===== src/rtl/sar_pkg.sv =====
// sar_pkg: shared state encoding and default width for the sar_search controller
package sar_pkg;
  typedef enum logic [1:0] {IDLE, PROBE, VERIFY, DONE} state_t;
  localparam int SAR_WIDTH = 4;
endpackage


===== src/rtl/sar_search.sv =====
// sar_search: binary search of a comparator's hidden operand via guess/flags (optional SAR_FLAG_CHECK_EN)
module sar_search
  import sar_pkg::*;
#(
  parameter int WIDTH = SAR_WIDTH
) (
  input  logic             clk,
  input  logic             rst,
  input  logic             start,
  input  logic             cmp_greater,
  input  logic             cmp_lesser,
  input  logic             cmp_equal,
  output logic [WIDTH-1:0] guess,
  output logic             busy,
  output logic             done,
  output logic             found,
  output logic [WIDTH-1:0] result,
  output logic             err
);
  localparam int IW = $clog2(WIDTH);
  state_t state, state_n;
  logic [WIDTH-1:0] guess_n, result_n, nxt, bit_mask;
  logic [IW-1:0] idx, idx_n;
  logic found_n, err_n, bad;
`ifdef SAR_FLAG_CHECK_EN
  assign bad = !$onehot({cmp_greater, cmp_lesser, cmp_equal});
`else
  logic unused_lesser;
  assign unused_lesser = cmp_lesser;
  assign bad = 1'b0;
`endif
  assign busy = (state == PROBE) || (state == VERIFY);
  assign done = state == DONE;
  always_comb begin
    state_n  = state;
    guess_n  = guess;
    idx_n    = idx;
    found_n  = found;
    result_n = result;
    err_n    = err;
    bit_mask = WIDTH'(1) << idx;
    nxt      = cmp_greater ? guess & ~bit_mask : guess;
    if ((state == IDLE || state == DONE) && start) begin
      guess_n = WIDTH'(1) << (WIDTH - 1);
      idx_n   = IW'(WIDTH - 1);
      found_n = 1'b0;
      err_n   = 1'b0;
      state_n = PROBE;
    end else if (busy) begin
      if (bad) begin
        err_n    = 1'b1;
        found_n  = 1'b0;
        result_n = guess;
        state_n  = DONE;
      end else if (state == VERIFY || cmp_equal) begin
        result_n = guess;
        found_n  = cmp_equal;
        state_n  = DONE;
      end else if (idx != '0) begin
        guess_n = nxt | (bit_mask >> 1);
        idx_n   = idx - 1'b1;
      end else begin
        guess_n = nxt;
        state_n = VERIFY;
      end
    end
  end
  always_ff @(posedge clk) begin
    if (rst) begin
      state  <= IDLE;
      guess  <= '0;
      idx    <= '0;
      found  <= 1'b0;
      result <= '0;
      err    <= 1'b0;
    end else begin
      state  <= state_n;
      guess  <= guess_n;
      idx    <= idx_n;
      found  <= found_n;
      result <= result_n;
      err    <= err_n;
    end
  end
endmodule


===== config.mk =====
export PLATFORM = sky130hd
export DESIGN_NAME = sar_search
export DESIGN_NICKNAME = d
export VERILOG_FILES = /design/src/rtl/sar_pkg.sv /design/src/rtl/sar_search.sv
export SDC_FILE = /design/constraint.sdc
export NUM_CORES = 1
export LEC_CHECK = 0
export ABC_CLOCK_PERIOD_IN_PS = 3700
export BUFFER_PORTS_ARGS = -buffer_cell sky130_fd_sc_hd__buf_2
export CORE_AREA = 2 2 39 41
export CTS_CLUSTER_DIAMETER = 60
export CTS_CLUSTER_SIZE = 10
export DETAILED_ROUTE_END_ITERATION = 10
export DIE_AREA = 0 0 41 43
export GPL_TIMING_DRIVEN = 0
export HOLD_SLACK_MARGIN = 0.02
export PLACE_DENSITY = 0.84
export RECOVER_POWER = 100
export SETUP_SLACK_MARGIN = 0.15
export SLEW_MARGIN = 20
export SYNTH_ARGS = -nofsm -noshare
export SYNTH_HDL_FRONTEND = slang
export SYNTH_SLANG_ARGS = --single-unit

===== constraint.sdc =====
create_clock -name clk -period 3.7 [get_ports clk]
set_input_delay 0.185 -clock clk [delete_from_list [all_inputs] [get_ports clk]]
set_output_delay 0.185 -clock clk [all_outputs]
set_load 0.005 [all_outputs]

==> results.toml <==
[worst_hold_path]
hold_start = "rst"
holdCritPathClass = "input pin to flop"

[placed_design]
place_ws_ns = 2.11
io_buffers = 14
finalWeightedCongestion = 0.733
place_area_um2 = 717
place_hpwl_um = 838

[grt]
grt_remaining_overflow = 0
antenna_found_initial = 0
grt_max_degree = 11
grt_pass1_wl_um = 1820
grt_pass1_vias = 431
globalRouteTotalUtil_pct = 15.7

[yosys]
synth_top_family_by_area = "simple AND/OR/NAND/NOR gates"
synthAdderAreaFrac_pct = 12.0
yosys_warnings = 0
synth_area_leaders = "dfxtp_1 42%, ha_1 12%, mux2i_1 8.0%"
synth.avg_cell_area_um2 = 10.8
yosys.area.top_type_share_pct = 41.5
muxShareOfSynthArea_pct = 7.98
syn_nets = 70
synth-compound-area-share_pct = 15.8
post-synth-top-area-cell = "dfxtp_1"
synthSimpleGateAreaFrac_pct = 17.8
ys_ff_latch = 13
synth_xor_area_share_pct = 0
syn_inst = 58
syn_area_um2 = 627
synth.distinct_cells = 22
synth-seq-area-share_pct = 41.5

[die]
num_rows = 14
die_y_um = 43
start_util_pct = 45.3
dieArea_mm2 = 0.00176
io-pin-count = 18
core_mm2 = 0.00138
fp.dieW_um = 41

[finish]
fin_area_um2 = 731
finalNetCount = 89
fin_util_pct = 52.8
n_fill_cell = 146
area_growth_pct = 16.6
final_common_cell = "dfxtp_1"
diodes = 0
layout_common_cells = "13 x dfxtp_1, 9 x buf_2, 7 x clkbuf_1, 6 x ha_1"
drive_above_1_share_pct = 25.0

[cts]
clock_latency_ns = 0.28
ctsHtreeMaxLevel = 1
cts_hold_buf = 0
post_cts_resized = 0
cts_tree = "built"
cts_inserted_buffers = 3
cts_root_buf = "clkbuf_4"
cts_buffer_depth = 2
clk_pin_slew_ns = 0.08
clock-sinks = 13
cts_setup_buffers = 0

[timing]
post-route-period-util_pct = 48.6
hold_violations = 0
setup_ws_ns = 1.90
fin_crit_ns = 1.80
finalSetupTns_ns = 0
rsz0062_at_grt = "no"
tightest_slew_ns = 0.775
setup_viol = 0
holdWs_ns = 0.213
timing.slew.headroom_pct = 48.3
finClkSkew_ns = 0.00124
slew_violations = 0
fmax_mhz = 557

[drt]
vias = 481
post_drt_wl_per_cell_um = 12.1
drt-vias-per-instance = 5.23
first_pass_iters = 2
drc_errors = 0
drtAntennaViolNets = 0
first_iter_violations = 4
wirelength_um = 1110

[pwr]
ir_worst_vdd_v = 0.000343
p_leak_nw = 0.355
power_density_mw_per_mm2 = 672

[worst_setup_path]
cp-startpoint = "state[0]"
path_max_fanout = 7
start_kind = "flop"
r2r_setup_slack_ns = 1.90
critPathCaptureType = "flop"
crit_type = "flop to flop"
r2r_start = "state[0]"
required_ns = 3.87
worstPathArrival_ns = 1.96

[flow_run]
drv_cap = 0

[status]
outcome = "complete, no violations"
through the flow:
stage / instances / total power, W
2_1_floorplan: 58 / 0.000361
3_3_place_gp: 88 / 0.000404
3_5_place_dp: 88 / 0.000414
4_1_cts: 92 / 0.000503
5_1_grt: 92 / 0.000536
6_report: 92 / 0.000491
sequential cells by signal, indices dropped and copies added, names as in the netlist:
| name | cells |
|---|---|
| idx | 2 |
| state | 2 |
| found | 1 |
| result | 4 |
| guess | 4 |
per-layer routing:
layer  GRT usage (%)  wire length, µm  vias to the layer above
li1                -                -                      241
met1            19.9              494                      222
met2            21.3              519                       13
met3            4.71               52                        5
met4            12.0               46                        0
met5               0                0                        -
critical path: stages (launching register included):
cell	delay (ns)
dfxtp_1	0.36
inv_1	0.05
ha_1	0.27
o21bai_1	0.64
mux2i_1	0.30
nor3_2	0.05
synth_stat cells:
cell and count:
a32o_2 3, inv_1 4, o21bai_2 1, nor4b_4 1, ha_1 6, and2_1 1, conb_1 1, and2_2 1
a211oi_1 3, a21boi_0 1, nor3_2 1, buf_2 1, dfxtp_1 13, a21oi_1 3, o2bb2ai_1 1, nand2_1 2
nand2b_1 1, buf_4 1, nor2_1 5, nor4_4 1, nor3_1 2, mux2i_1 5
kinds of logic (layout without fill, tap and decap cells):
logic type / count (synthesis) / in the layout
muxes: 5 / 5
other: 1 / 1
adders and majority gates: 6 / 6
AOI/OAI and AO/OA: 12 / 12
and+or+nand+nor: 15 / 15
DFF: 13 / 13
buffers and inverters: 6 / 24
area by class of cell:
cell class | count | area (µm²) | area share [%]
Multi-Input combinational cell | 39 | 334 | 45.7
Sequential cell | 13 | 260 | 35.6
Timing Repair Buffer | 14 | 62.6 | 8.56
Clock buffer | 4 | 26.3 | 3.60
Tap cell | 16 | 20.0 | 2.74
Inverter | 4 | 15.0 | 2.05
Buffer | 2 | 12.5 | 1.71
path summary, 6_finish.rpt:
kind | to | cells past startpoint
setup / recovery | found | 5
hold / removal | result[2] | 2
setup reg to reg | found | 5
hold reg to reg | result[2] | 2
power by group:
group          internal, W  switching (W)
Clock            0.0000419      0.0000477
Sequential        0.000166      0.0000220
Combinational    0.0000884       0.000125
No activity file was read; power rests on OpenSTA's default activity.
